**src/rtl/dvi_pkg.sv**
```systemverilog
// Shared definitions for the DVI/HDMI pixel-clock generator: FSM state
// encoding, ring-register operations and the default bits-per-pixel ratio.
package dvi_pkg;

  // TMDS links carry 10 bits per pixel.
  localparam int DVI_CLK_RATIO_DEFAULT = 10;

  // Top-level run/stop state.
  typedef enum logic [1:0] {
    ST_IDLE     = 2'd0,
    ST_RUN      = 2'd1,
    ST_STOPPING = 2'd2
  } dvi_state_e;

  // What the ring register does on the next clk_x5 edge.
  typedef enum logic [2:0] {
    RING_CLEAR = 3'd0,
    RING_LOAD  = 3'd1,
    RING_ROT1  = 3'd2,
    RING_ROT2  = 3'd3,
    RING_ROT3  = 3'd4
  } ring_op_e;

endpackage

```
**src/rtl/ddr_out.sv**
```systemverilog
// Double-data-rate output cell. Both bits are captured on the rising edge;
// i_d_rise is driven while clk is high and i_d_fall while clk is low, so the
// pair appears on o_q one clk cycle after capture. Reset drives o_q low.
module ddr_out (
  input  logic i_clk,
  input  logic i_rst_n,
  input  logic i_e,
  input  logic i_d_rise,
  input  logic i_d_fall,
  output logic o_q
);

  logic r_rise;
  logic r_fall;

  // Capture both half-cycle bits together; hold them while disabled.
  always_ff @(posedge i_clk or negedge i_rst_n) begin
    if (!i_rst_n) begin
      r_rise <= 1'b0;
      r_fall <= 1'b0;
    end else if (i_e) begin
      r_rise <= i_d_rise;
      r_fall <= i_d_fall;
    end
  end

  assign o_q = i_clk ? r_rise : r_fall;

endmodule

```
**src/rtl/dvi_clock_ring.sv**
```systemverilog
// Pixel-clock pattern ring. Holds one pixel period of bits; bit 0 goes out
// in the clk high half and bit 1 in the low half. Each cycle the ring is
// cleared, loaded with the start pattern, or rotated right by 1, 2 or 3 bits
// (2 = nominal, 1/3 = one-bit phase retard/advance). Also registers the
// pix_start strobe alongside the ring and reports whether a nominal rotation
// would begin a new high half, which the stop logic uses to end cleanly.
module dvi_clock_ring
  import dvi_pkg::*;
#(
  parameter int RATIO = DVI_CLK_RATIO_DEFAULT
) (
  input  logic     clk_x5,
  input  logic     rst_n_x5,
  input  ring_op_e i_op,
  output logic     o_bit0,
  output logic     o_bit1,
  output logic     o_pix_start,
  output logic     o_rise_on_rot2
);

  // Ones at the LSBs so the first bits out are the high half.
  localparam logic [RATIO-1:0] LOAD_PAT = {{(RATIO/2){1'b0}}, {(RATIO/2){1'b1}}};

  logic [RATIO-1:0] r_ring;
  logic             r_pix_start;
  logic [RATIO-1:0] w_rot1;
  logic [RATIO-1:0] w_rot2;
  logic [RATIO-1:0] w_rot3;
  logic [RATIO-1:0] w_next;

  assign w_rot1 = {r_ring[0],   r_ring[RATIO-1:1]};
  assign w_rot2 = {r_ring[1:0], r_ring[RATIO-1:2]};
  assign w_rot3 = {r_ring[2:0], r_ring[RATIO-1:3]};

  // Select the next ring contents for the requested operation.
  always_comb begin
    w_next = '0;
    case (i_op)
      RING_LOAD: w_next = LOAD_PAT;
      RING_ROT1: w_next = w_rot1;
      RING_ROT2: w_next = w_rot2;
      RING_ROT3: w_next = w_rot3;
      default:   w_next = '0;
    endcase
  end

  // A rising edge lies either between the last bit sent (current bit 1) and
  // the new bit 0, or between the new bit 0 and bit 1.
  assign o_rise_on_rot2 = (~r_ring[1] & w_rot2[0]) | (~w_rot2[0] & w_rot2[1]);

  // Ring register and its aligned pix_start strobe.
  always_ff @(posedge clk_x5 or negedge rst_n_x5) begin
    if (!rst_n_x5) begin
      r_ring      <= '0;
      r_pix_start <= 1'b0;
    end else begin
      r_ring      <= w_next;
      r_pix_start <= (~r_ring[1] & w_next[0]) | (~w_next[0] & w_next[1]);
    end
  end

  assign o_bit0      = r_ring[0];
  assign o_bit1      = r_ring[1];
  assign o_pix_start = r_pix_start;

endmodule

```
**src/rtl/dvi_clock_gen.sv**
```systemverilog
// DVI/HDMI pixel-clock generator on the half-rate bit clock clk_x5.
// Drives N_CLK pseudo-differential qp/qn pairs through DDR cells from one
// shared RATIO-bit pattern ring, with glitch-free start/stop and a
// pix_start strobe marking each pixel period for sibling serialisers.
// RATIO must be even and 4..32; PH_W must satisfy 2**PH_W >= RATIO.
// Build option DVI_CLOCK_GEN_PHASE_ADJ_EN adds one-bit phase stepping
// (phase_step/phase_dir), a one-pixel cooldown (phase_busy) and the
// cumulative phase_offset; without it those inputs are ignored and the
// phase outputs are tied to zero.
module dvi_clock_gen
  import dvi_pkg::*;
#(
  parameter int RATIO = DVI_CLK_RATIO_DEFAULT,
  parameter int N_CLK = 1,
  parameter int PH_W  = 5
) (
  input  logic             clk_x5,
  input  logic             rst_n_x5,
  input  logic             en,
  output logic             running,
  output logic             pix_start,
  input  logic             phase_step,
  input  logic             phase_dir,
  output logic             phase_busy,
  output logic [PH_W-1:0]  phase_offset,
  output logic [N_CLK-1:0] qp,
  output logic [N_CLK-1:0] qn
);

  dvi_state_e r_state;
  dvi_state_e w_state_nxt;
  ring_op_e   w_ring_op;
  logic       w_accept;
  logic       w_dir;
  logic       w_rise_on_rot2;
  logic       w_bit0;
  logic       w_bit1;

  // Run/stop state register.
  always_ff @(posedge clk_x5 or negedge rst_n_x5) begin
    if (!rst_n_x5) begin
      r_state <= ST_IDLE;
    end else begin
      r_state <= w_state_nxt;
    end
  end

  // Next state and ring operation. STOPPING keeps rotating until the next
  // rotation would start a new high half, so the last high and low halves
  // always complete; en returning in STOPPING resumes without a seam.
  always_comb begin
    w_state_nxt = r_state;
    w_ring_op   = RING_CLEAR;
    case (r_state)
      ST_IDLE: begin
        if (en) begin
          w_ring_op   = RING_LOAD;
          w_state_nxt = ST_RUN;
        end
      end
      ST_RUN: begin
        if (w_accept) begin
          w_ring_op = w_dir ? RING_ROT1 : RING_ROT3;
        end else begin
          w_ring_op = RING_ROT2;
        end
        if (!en) begin
          w_state_nxt = ST_STOPPING;
        end
      end
      ST_STOPPING: begin
        if (en) begin
          w_ring_op   = RING_ROT2;
          w_state_nxt = ST_RUN;
        end else if (w_rise_on_rot2) begin
          w_ring_op   = RING_CLEAR;
          w_state_nxt = ST_IDLE;
        end else begin
          w_ring_op = RING_ROT2;
        end
      end
      default: begin
        w_ring_op   = RING_CLEAR;
        w_state_nxt = ST_IDLE;
      end
    endcase
  end

  assign running = (r_state != ST_IDLE);

`ifdef DVI_CLOCK_GEN_PHASE_ADJ_EN
  localparam logic [PH_W-1:0] OFF_LAST  = PH_W'(RATIO - 1);
  localparam logic [PH_W-1:0] COOL_LOAD = PH_W'(RATIO / 2);

  logic [PH_W-1:0] r_offset;
  logic [PH_W-1:0] r_cool;

  // A step is taken only while running and outside the cooldown window;
  // requests at other times are dropped, not queued.
  assign w_accept = phase_step & (r_state == ST_RUN) & (r_cool == '0);
  assign w_dir    = phase_dir;

  // Cumulative phase offset in bits, modulo RATIO; restarts at each start.
  always_ff @(posedge clk_x5 or negedge rst_n_x5) begin
    if (!rst_n_x5) begin
      r_offset <= '0;
    end else if ((r_state == ST_IDLE) && en) begin
      r_offset <= '0;
    end else if (w_accept) begin
      if (phase_dir) begin
        r_offset <= (r_offset == OFF_LAST) ? '0 : r_offset + PH_W'(1);
      end else begin
        r_offset <= (r_offset == '0) ? OFF_LAST : r_offset - PH_W'(1);
      end
    end
  end

  // One-pixel cooldown after each step; dropped whenever RUN is left.
  always_ff @(posedge clk_x5 or negedge rst_n_x5) begin
    if (!rst_n_x5) begin
      r_cool <= '0;
    end else if (w_state_nxt != ST_RUN) begin
      r_cool <= '0;
    end else if (w_accept) begin
      r_cool <= COOL_LOAD;
    end else if (r_cool != '0) begin
      r_cool <= r_cool - PH_W'(1);
    end
  end

  assign phase_busy   = (r_cool != '0);
  assign phase_offset = r_offset;
`else
  logic w_unused_phase;

  assign w_accept       = 1'b0;
  assign w_dir          = 1'b0;
  assign w_unused_phase = phase_step ^ phase_dir;
  assign phase_busy     = 1'b0;
  assign phase_offset   = '0;
`endif

  dvi_clock_ring #(
    .RATIO(RATIO)
  ) u_ring (
    .clk_x5         (clk_x5),
    .rst_n_x5       (rst_n_x5),
    .i_op           (w_ring_op),
    .o_bit0         (w_bit0),
    .o_bit1         (w_bit1),
    .o_pix_start    (pix_start),
    .o_rise_on_rot2 (w_rise_on_rot2)
  );

  // Every pair shares the ring; the negative leg is the bitwise complement.
  for (genvar g = 0; g < N_CLK; g++) begin : g_pair
    ddr_out u_ddr_p (
      .i_clk    (clk_x5),
      .i_rst_n  (rst_n_x5),
      .i_e      (1'b1),
      .i_d_rise (w_bit0),
      .i_d_fall (w_bit1),
      .o_q      (qp[g])
    );
    ddr_out u_ddr_n (
      .i_clk    (clk_x5),
      .i_rst_n  (rst_n_x5),
      .i_e      (1'b1),
      .i_d_rise (~w_bit0),
      .i_d_fall (~w_bit1),
      .o_q      (qn[g])
    );
  end

endmodule

```
**config.mk**
```make
export PLATFORM = sky130hd
export DESIGN_NAME = dvi_clock_gen
export DESIGN_NICKNAME = d
export VERILOG_FILES = /design/src/rtl/dvi_pkg.sv /design/src/rtl/ddr_out.sv /design/src/rtl/dvi_clock_ring.sv /design/src/rtl/dvi_clock_gen.sv
export SDC_FILE = /design/constraint.sdc
export NUM_CORES = 1
export LEC_CHECK = 0
export CAP_MARGIN = 20
export CORE_ASPECT_RATIO = 0.75
export CORE_MARGIN = 2
export CORE_UTILIZATION = 40
export CTS_CLUSTER_SIZE = 25
export DETAILED_ROUTE_END_ITERATION = 10
export REMOVE_ABC_BUFFERS = 1
export SLEW_MARGIN = 20
export SYNTH_ARGS = -nofsm -noshare
export SYNTH_HDL_FRONTEND = slang
export SYNTH_SLANG_ARGS = --single-unit
```
**constraint.sdc**
```tcl
create_clock -name clk_x5 -period 1.45 [get_ports clk_x5]
set_input_delay 0.29 -clock clk_x5 [delete_from_list [all_inputs] [get_ports clk_x5]]
set_output_delay 0.29 -clock clk_x5 [all_outputs]
set_load 0.01 [all_outputs]
```
==> summary.md <==
| Metric | Value |
|---|---|
| Outcome | finished, violations left |
| First-pass GRT wire length | 2.34 mm |
| WP data required | 1.16 ns |
| Io pins | 15 |
| Ys Warns | 0 |
| Inst Count DP | 104 |
| Post-synthesis instance total | 73 |
| Clk_lat worst skew | 0.40 ns |
| Diode count | 0 |
| Synth top area share | 55.5% |
| Pre-antenna DRT Iters | 4 |
| Global Route Usage Sum | 16.1% |
| Vias | 560 |
| Worst slack, placed | -0.319 ns |
| Failing checks | setup timing |
| Number of global-route vias before repair | 569 |
| Synth area leaders | dfrtp_1 55%, a21oi_1 6.5%, buf_4 5.9%, o2bb2ai_1 3.4%, o32ai_1 3.4% |
| Initial antenna violation count | 0 |
| Largest net degree at the start of global routing | 18 |
| Worst stage delay on the critical path | 0.29 ns |
| Hpwl dp | 929 um |
| Maximum fanout along the worst path | 2 |
| Final wirelength | 1.38 mm |
| Core Util, Final | 53.6% |
| VDD IR max | 0.000842 V |
| Crit-path slowest cell | mux2_4 |
| Max Slew Vio Count | 0 |
| Startpoint types | clock port |
| Layout cells sized above 1 | 24.4% |
| Reg2reg end | r_state[1] |
| FF-to-FF Start | r_state[1] |
| Post-Syn Area per Cell | 10.5 sq um |
| ANT nets after route | 0 |
| Core ar. | 1770 sq um |
| Final layout net count | 96 |
| Netlist Area Pre-Place | 767 sq um |
| Leak pwr | 0.457 nW |
| Design area | 950 sq um |
| Initial cell density of the core | 43.3% |
| Port buffer count | 6 |
| Final setup margin | -0.185 ns |
| DR iter-0 viols | 15 |
| Register bit total from synthesis | 17 |
| PwrDens | 1570 nW/um^2 |
| Finished Layout Cells | 112 |
| Setup TNS Final | -0.366 ns |
| Worst-path cell chain | buf_8 > buf_8 > mux2_4 > buf_6 |
| DIE WIDTH | 54.6 um |
| CTS hold repair buffers | 0 |
| DR WL/cell | 12.3 um |
| Die H | 41.9 um |
| R2R cell count | 4 |
| Post-route DRC | 0 |
| Final Hold Viols | 0 |
| Area Overhead vs Synth | 23.8% |
| Vias/cell | 5.00 |
| R2R Setup Slk | 0.13 ns |
| Max cap viols | 0 |
| Area leader, netlist | dfrtp_1 |
| Synth unique cells | 22 |
| Worst Path Arrival | 1.34 ns |
| Hold Crit Class | input pin to async pin |
| CP Class | clock port to primary output |
| RSZ-0062 raised after global routing | yes |
| Total congestion overflow | 0 |
| Die Area | 2290 sq um |
| CTS tree | built |
| Crit end category | primary output |
| Placer Congestion | 0.767 |
| Most used cell, CP | buf_8 |
| Register area share after synthesis | 55.5% |
| # setup viols final | 2 |
| Worst Clk Skew | 0.000673 ns |
| Area after DPL | 867 sq um |
| # rows | 13 |
| FILL cells | 170 |
| Clock transition at path regs | 0.09 ns |
## layer usage
| metal | up-vias | track usage [%] | share of wire, % |
|---|---|---|---|
| met3 | 4 | 10.8 | 9.4 |
| met4 | 0 | 16.5 | 2.8 |
| met2 | 28 | 17.6 | 44 |
| li1 | 271 | - | - |
| met1 | 257 | 19.2 | 44 |
| met5 | - | 0 | 0 |
## synth_stat cells, drive strengths merged
cell type  number
a21oi          10
a31oi           1
buf             8
clkbuf          1
conb            1
dfrtp          17
inv             6
mux2            2
nand2           5
nand2b          2
nor2            5
nor2b           3
nor3b           1
o211a           1
o2bb2ai         3
o32ai           3
o41ai           1
or2             1
or4             1
xor2            1
## layout make-up
type	count	area, sq um	share of cell area [%]
clock buffer	10	101	10.7
inverter	6	22.5	2.37
multi-input combinational	46	287	30.2
timing repair buffer	11	86.3	9.09
tap	22	27.5	2.90
sequential	17	425	44.8
## flip-flops by register name, indices dropped and copies added, names as in the netlist
name                   flops
g_pair.u_ddr_n.r_rise      1
g_pair.u_ddr_n.r_fall      1
g_pair.u_ddr_p.r_rise      1
g_pair.u_ddr_p.r_fall      1
u_ring.o_pix_start         1
u_ring.r_ring             10
r_state                    2
## power breakdown
part / internal, W / switching, W
sequential: 0.000532 / 0.0000258
combinational: 0.0000749 / 0.000107
clock: 0.000482 / 0.000268
## worst max path at each step
stage / startpoint / to / slack, ns
final: clk_x5 / qp / -0.18
after global routing: clk_x5 / qp / -0.20
after CTS: clk_x5 / qp / -0.23
after detailed placement: clk_x5 / qn / -0.32
after global placement: clk_x5 / qn / -0.32
after floorplan: clk_x5 / qn / 0.1
## stage by stage
step | total power, W | hold slack [ns]
floorplan | 0.000731 | -0.00559
global placement | 0.000874 | 0.399
detailed placement | 0.000877 | 0.402
CTS | 0.00147 | 0.191
global route | 0.00159 | 0.200
finish | 0.00149 | 0.193
## layout by cell type, fill, tap and decap left out
cell type and instances:
a21oi_1 10, dlygate4sd2_1 1, o2bb2ai_1 3, nor2b_1 3, xor2_1 1, dfrtp_1 17, mux2_4 2, clkbuf_4 4
buf_6 2, buf_2 1, nand2b_1 2, clkbuf_1 1, nor3b_1 1, o32ai_1 3, clkdlybuf4s50_1 2, a31oi_1 1
nand2_1 5, inv_1 5, buf_4 7, or2_1 1, conb_1 6, o41ai_2 1, nor2_1 5, o211a_2 1
inv_2 1, buf_8 3, or4_1 1
## critical path: cells and delay by family
family	cells	cell delay [ns]
buf+inv	3	0.32
mux	1	0.29
## cell families after synthesis
kind of cell,count (synthesis),share of synthesized area (%)
flops,17,55.5
compound gates,19,17.6
other cells,1,0.489
mux,2,2.94
xor+xnor,1,1.14
simple gates,18,11.7
buf+inv,15,10.6
## what timing repair did
item / in CTS / in global routing
hold endpoints to repair: 0 / 0
pin swaps: 0 / 1
setup buffers: 0 / 0
endpoints found under the setup margin: 4 / 3
resized for setup: 20 / 3
Note: power is estimated with default switching activity, not from simulation.
